$ cat config.mk
export PLATFORM = sky130hd
export DESIGN_NAME = reg_cmd_sequencer
export DESIGN_NICKNAME = d
export VERILOG_FILES = /design/src/rtl/reg_cmd_sequencer.sv
export SDC_FILE = /design/constraint.sdc
export NUM_CORES = 1
export LEC_CHECK = 0
export CAP_MARGIN = 0
export CORE_MARGIN = 5
export CORE_UTILIZATION = 58
export DETAILED_ROUTE_END_ITERATION = 10
export GPL_ROUTABILITY_DRIVEN = 0
export GPL_TIMING_DRIVEN = 0
export PLACE_DENSITY_LB_ADDON = 0.05
export SLEW_MARGIN = 20
export SYNTH_ARGS = -nofsm -noshare
export SYNTH_HDL_FRONTEND = slang
export SYNTH_SLANG_ARGS = --single-unit
$ cat constraint.sdc
create_clock -name clk -period 5.1 [get_ports clk]
set_clock_uncertainty 0.05 [all_clocks]
set_input_delay 0.51 -clock clk [delete_from_list [all_inputs] [get_ports clk]]
set_output_delay 0.51 -clock clk [all_outputs]
set_load 0.05 [all_outputs]
$ cat src/rtl/reg_cmd_sequencer.sv
// reg_cmd_sequencer: RX FIFO command front end driving the register block, with readback and status to the TX FIFO
module reg_cmd_sequencer #(
  parameter int TIMEOUT_CYCLES = 1250000,
  parameter int CNT_W = 16
) (
  input  logic        clk,
  input  logic        reset,
  input  logic [31:0] rx_fifo_data,
  input  logic        rx_fifo_empty,
  output logic        rx_fifo_rd_en,
  output logic [31:0] tx_fifo_data,
  output logic        tx_fifo_wr_en,
  input  logic        tx_fifo_full,
  output logic [31:0] reg_rx_data,
  output logic        reg_num_le,
  output logic        reg_wr_en,
  output logic        reg_rd_en,
  input  logic [31:0] reg_tx_data,
  input  logic        reg_illegal_num,
  output logic        busy,
  output logic        cmd_error
);
  localparam int TW = $clog2(TIMEOUT_CYCLES + 1);
  typedef enum logic [3:0] {IDLE, ADDR, CHECK, WDATA, INC, RD, RCAP, FLUSH, STATUS} state_t;
  state_t state;
  logic [1:0] op;
  logic [CNT_W-1:0] n, done, left, done_nx;
  logic [31:0] cur;
  logic [3:0] err;
  logic [TW-1:0] tmo_cnt;
  logic rx_ok, tx_ok, pop, tmo, is_inc, is_rcap, st_push;
  assign rx_ok = !rx_fifo_empty && !reset;
  assign tx_ok = !tx_fifo_full && !reset;
  assign pop = rx_ok && (state == IDLE || state == ADDR || state == WDATA || state == FLUSH);
  assign tmo = rx_fifo_empty && (state == ADDR || state == WDATA || state == FLUSH)
               && tmo_cnt >= TW'(TIMEOUT_CYCLES - 1);
  assign done_nx = done + CNT_W'(1);
  assign is_inc = state == INC && !reset;
  assign is_rcap = state == RCAP && !reset;
  assign st_push = state == STATUS && tx_ok;
  assign rx_fifo_rd_en = pop;
  assign reg_num_le = (state == ADDR && pop) || is_inc;
  assign reg_wr_en = state == WDATA && pop;
  assign reg_rd_en = state == RD && tx_ok;
  assign reg_rx_data = (state == ADDR || state == WDATA) && pop ? rx_fifo_data : is_inc ? cur + 32'd1 : 32'd0;
  assign tx_fifo_wr_en = is_rcap || st_push;
  assign tx_fifo_data = is_rcap ? reg_tx_data : st_push ? {8'hC0, op, 2'b00, err, 16'(done)} : 32'd0;
  assign cmd_error = st_push && |err;
  assign busy = state != IDLE;
  always_ff @(posedge clk) begin
    if (reset) begin
      state <= IDLE;
      op <= '0;
      n <= '0;
      done <= '0;
      left <= '0;
      cur <= '0;
      err <= '0;
      tmo_cnt <= '0;
    end else begin
      tmo_cnt <= pop ? TW'(1) : (state == IDLE || state == STATUS) ? '0 :
                 tmo_cnt == TW'(TIMEOUT_CYCLES) ? tmo_cnt : tmo_cnt + TW'(1);
      case (state)
        IDLE: if (pop) begin
          op <= rx_fifo_data[31:30];
          n <= rx_fifo_data[CNT_W-1:0];
          done <= '0;
          if (rx_fifo_data[31:30] != 2'b01 && rx_fifo_data[31:30] != 2'b10) begin
            err <= 4'b0100;
            state <= STATUS;
          end else if (rx_fifo_data[CNT_W-1:0] == '0) begin
            err <= 4'b1000;
            state <= STATUS;
          end else state <= ADDR;
        end
        ADDR: if (pop) begin
          cur <= rx_fifo_data;
          state <= CHECK;
        end else if (tmo) begin
          err[1] <= 1'b1;
          state <= STATUS;
        end
        CHECK: if (reg_illegal_num) begin
          err[0] <= 1'b1;
          left <= n - done;
          state <= op == 2'b01 ? FLUSH : STATUS;
        end else state <= op == 2'b01 ? WDATA : RD;
        WDATA: if (pop) begin
          done <= done_nx;
          state <= done_nx == n ? STATUS : INC;
        end else if (tmo) begin
          err[1] <= 1'b1;
          state <= STATUS;
        end
        INC: begin
          cur <= cur + 32'd1;
          state <= CHECK;
        end
        RD: if (tx_ok) state <= RCAP;
        RCAP: begin
          done <= done_nx;
          state <= done_nx == n ? STATUS : INC;
        end
        FLUSH: if (pop) begin
          left <= left - CNT_W'(1);
          if (left == CNT_W'(1)) state <= STATUS;
        end else if (tmo) begin
          err[1] <= 1'b1;
          state <= STATUS;
        end
        STATUS: if (tx_ok) begin
          err <= '0;
          done <= '0;
          state <= IDLE;
        end
        default: state <= IDLE;
      endcase
    end
  end
endmodule
Word-level counts from Yosys, hierarchy flattened
Index checks and enable logic that the tools add are counted.
- register bits after elaboration: 111
- equality and inequality tests: 26
- reductions and logical operators: 45
- $add $sub $neg: 5
- order comparisons: 1
- muxes and demuxes: 40
- operators with widths (operator ; number):
    32-bit 2-to-1 mux ; 5
    16-bit 2-to-1 mux ; 5
    4-bit 2-to-1 mux ; 16
    16-bit one-hot mux with 4 select lines ; 1
    32-bit one-hot mux with 2 select lines ; 1
    4-bit one-hot mux with 9 select lines ; 1
    32-bit by 1-bit adder with 32-bit output (second input constant) ; 1
    16-bit one-hot mux with 2 select lines ; 1
    21-bit by 1-bit adder with 21-bit output (second input constant) ; 1
    21-bit == test (second input constant) ; 1
    21-bit >= comparator (second input constant) ; 1
    2-bit inequality test (second input constant) ; 9
    16-bit by 1-bit adder with 16-bit output (second input constant) ; 1
    16-bit by 1-bit == test with 1-bit output (second input constant) ; 1
    16-bit == test ; 1
    4-bit by 3-bit == test with 1-bit output (second input constant) ; 4
    16-bit zero test ; 1
    16-bit by 1-bit subtractor with 16-bit output (second input constant) ; 1
    16-bit subtractor ; 1
    1-bit logical AND ; 14
    4-bit AND reduction ; 3
    4-bit by 2-bit == test with 1-bit output (second input constant) ; 2
    1-bit logical OR ; 8
    4-bit nonzero test ; 2
    21 further kinds ; 35

Logic depth before layout (Yosys ltp)
- depth in word-level cells: 8
- mapped depth: 11
- depth with buffers taken out: 11

Least setup slack after synthesis
Ideal clock, no wire load.
- path kind: flip-flop to output port
- start: register cur[2]
- end: output port reg_rx_data[29]
- stages on the path, launching flop included: 9
- data required time: 4.540 ns
- arrival: 3.086 ns
- slack: 1.454 ns
- cell sequence: dfxtp_1 > and3_1 > nand2_1 > nor4_1 > nand2_1 > nor2_1 > nand3_1 > xor2_1 > o21ai_0
- cells in the longest elaborated chain, start to end: 3
- ends and longest elaborated chain (item ; line ; source):
    start: declaration ; 28 ; logic [31:0] cur;
    start signal: assignment ; 77 ; cur <= rx_fifo_data;
    start signal: assignment ; 96 ; cur <= cur + 32'd1;
    32-bit by 1-bit adder with 32-bit output ; 45 ; assign reg_rx_data = (state == ADDR || state == WDATA) && pop ? rx_fifo_data : is_inc ? cur + 32'd1 : 32'd0;
    32-bit 2-to-1 mux (2 in series) ; 45 ;
    end: declaration ; 14 ; output logic [31:0] reg_rx_data,
No other way between the ends.

Worst setup path after layout
- start: register cur[2]
- end: output port reg_rx_data[31]
Same word-level chain as after synthesis.

==> metrics.csv <==
metric,value,unit
Post-Syn Instances,1081,
CTS root buffer,clkbuf_16,
worst setup path start,cur[2],
Die H,127,µm
crit end category,primary output,
"top cells by count, synth","nand2_1 (156), nor2_1 (119), dfxtp_1 (111), o21ai_0 (86), a21oi_1 (70)",
cts repair resizes,0,
static leakage,3.38,nW
Tmin final,4580,ps
placed insts,1395,
fin. max-slew vios,0,
GRT Total Usage,0.311,
largest net degree at the start of global routing,20,
critical path arrival,4020,ps
post-synthesis sequential area ratio,0.281,
H-tree Lvls,3,
most common cell in the synthesized netlist,nand2_1,
RSZ-0062 raised after global routing,false,
Ant. Diodes,0,
initial antenna violation count,0,
Ports,140,
Syn Std Cell Area,7910,µm²
Hold Path Class,register to register,
layout cell share with drive strength beyond 1,0.0421,
Worst Tran Pin Value,1020,ps
vias per inst,6.19,
hold slack,405,ps
relative slew slack,0.312,
Final Setup Violations,0,
DR pass1 iterations,5,
RR Startpoint,done[1],
initial core utilization,0.595,
final antenna-violating net count,0,
final hold violations,0,
setup TNS,0,ps
post-synthesis cell type count,75,
CTS buffer count,9,
reg2reg path depth,10,
Placed Instance Area,9510,µm²
Critical path destination,reg_rx_data[31],
Synth area leader,dfxtp_1,
clk buf depth,2,
syn avg cell area,7.32,µm²
Fmax,219,MHz
crit path max fanout,7,
Post-synth EDFFs,0,
design area,9810,µm²
#FFs+latches synth,111,
main flop type after synthesis,dfxtp_1,
Syn Nets,1174,
via count,8732,
Area contributors post-synth,"dfxtp_1 (28%), nand2_1 (7.4%), nor2_1 (5.6%), o21ai_0 (5.4%), xnor2_1 (4.7%)",
setup repair bufs after CTS,0,
max-cap viol count,0,
width of the chip,127,µm
Post-CTS Hold Buffers,0,
grt total ovfl,0,
R2R setup slack,1500,ps
clock latency on the worst-skew pair,370,ps
type of the worst setup path,register to primary output,
ys async rst share,0,
wire length per cell,18.0,µm
row cnt,42,
vias in the first global route,8389,
drc violations,0,
status,"finished, final reports clean",
global-route wire length before repair,41200,µm
"Req. time, crit path",4540,ps
Power Dens Cells,199,nW/µm²
starting DRC count in detailed routing,909,
yosys warns,0,
"CTS clk-pin slew, worst paths",70,ps
Yosys top cell area share,0.281,
clock sink count,111,
Routed WL,25400,µm
input/output buffers,138,
fin crit share,0.897,
core footprint,13300,µm²
synthesis-to-finish area growth,24.0,%
maximum vdd drop,0.175,mV
Startpoint Class,register,
CTS tree,yes,
Non-Filler Instances,1411,
hpwl dp,19000,µm
Final Util,0.738,
die area,16100,µm²
NumNets Final,1323,
FF-to-FF End,state[3],
## worst min-delay path by stage
stage	start	to	slack, ps	cells past startpoint
after detailed placement	n[0]	n[0]	400	2
after floorplan	n[0]	n[0]	390	2
after global placement	n[0]	n[0]	390	2
after global routing	n[0]	n[0]	430	2
final	n[0]	n[0]	400	2
after CTS	n[0]	n[0]	410	2
## through the flow
stage	setup WS [ps]	total power, W
6_report	524	0.00195
5_1_grt	332	0.00202
4_1_cts	590	0.00195
3_5_place_dp	992	0.00124
3_3_place_gp	970	0.00123
2_1_floorplan	1450	0.00111
## cell type report
class | count | area (µm²)
well taps | 176 | 220
flip-flops and latches | 111 | 2220
inverters | 36 | 135
multi-input cells | 865 | 5180
clock inverters | 5 | 46.3
plain buffers | 69 | 365
repair buffers | 138 | 1380
clock buffers | 11 | 253
fillers | 1142 | 3490
## layer usage
metal  track usage  share of wire  vias up
met4         0.167          0.049        0
met5             0              0        -
met1         0.393           0.42     4050
met2         0.497           0.46      397
li1              -              -     4181
met3        0.0631          0.068      104
## cell families (layout without fill, tap and decap cells)
kind of cell	after synthesis	count (layout)	synth area share
flops	111	111	0.281
mux	6	6	0.00760
xor+xnor	82	82	0.0918
buf+inv	105	259	0.0633
simple gates	470	470	0.283
compound gates	283	283	0.234
fa+ha+maj	24	24	0.0389
## flip-flops by register name, summed over array words and instances (netlist names)
name,cells
n,16
op,2
done,16
left,16
err,4
tmo_cnt,21
cur,32
state,4
## cell usage in the layout, fill, tap and decap left out, types with 6 or more instances in the layout
cell / Yosys / layout
and3_1: 18 / 18
a22o_1: 24 / 24
nor3_1: 31 / 31
nand2b_1: 9 / 9
ha_1: 23 / 23
xor2_1: 39 / 39
nand2_1: 156 / 156
nand4_1: 13 / 13
a221oi_1: 12 / 12
and2_1: 13 / 13
clkdlybuf4s50_1: 0 / 138
mux2i_1: 6 / 6
and4_1: 6 / 6
clkbuf_16: 0 / 9
a21o_1: 6 / 6
a222oi_1: 12 / 12
a31oi_1: 7 / 7
dfxtp_1: 111 / 111
a211oi_1: 10 / 10
inv_1: 36 / 36
nand3_1: 48 / 48
xnor2_1: 42 / 42
buf_6: 9 / 9
o21ai_0: 86 / 86
a22oi_1: 6 / 6
a21oi_1: 70 / 70
or3_1: 13 / 13
clkbuf_1: 48 / 48
nor4_1: 16 / 16
nor2_1: 119 / 119
o31ai_1: 9 / 9
## report_power, final
part / internal [W] / leakage [nW] / switching (W)
Combinational: 0.000143 / 2.33 / 0.000185
Clock: 0.000368 / 0.149 / 0.000358
Sequential: 0.000880 / 0.896 / 0.0000199
## critical path, cell delays in order (launching register included)
cell,delay (ps)
dfxtp_1,420
and3_1,270
nand2_1,110
nor4_1,640
nand2_1,390
nor2_1,380
nand3_1,140
xor2_1,170
o21ai_0,250
clkdlybuf4s50_1,860
Note: power is estimated with default switching activity, not from simulation.
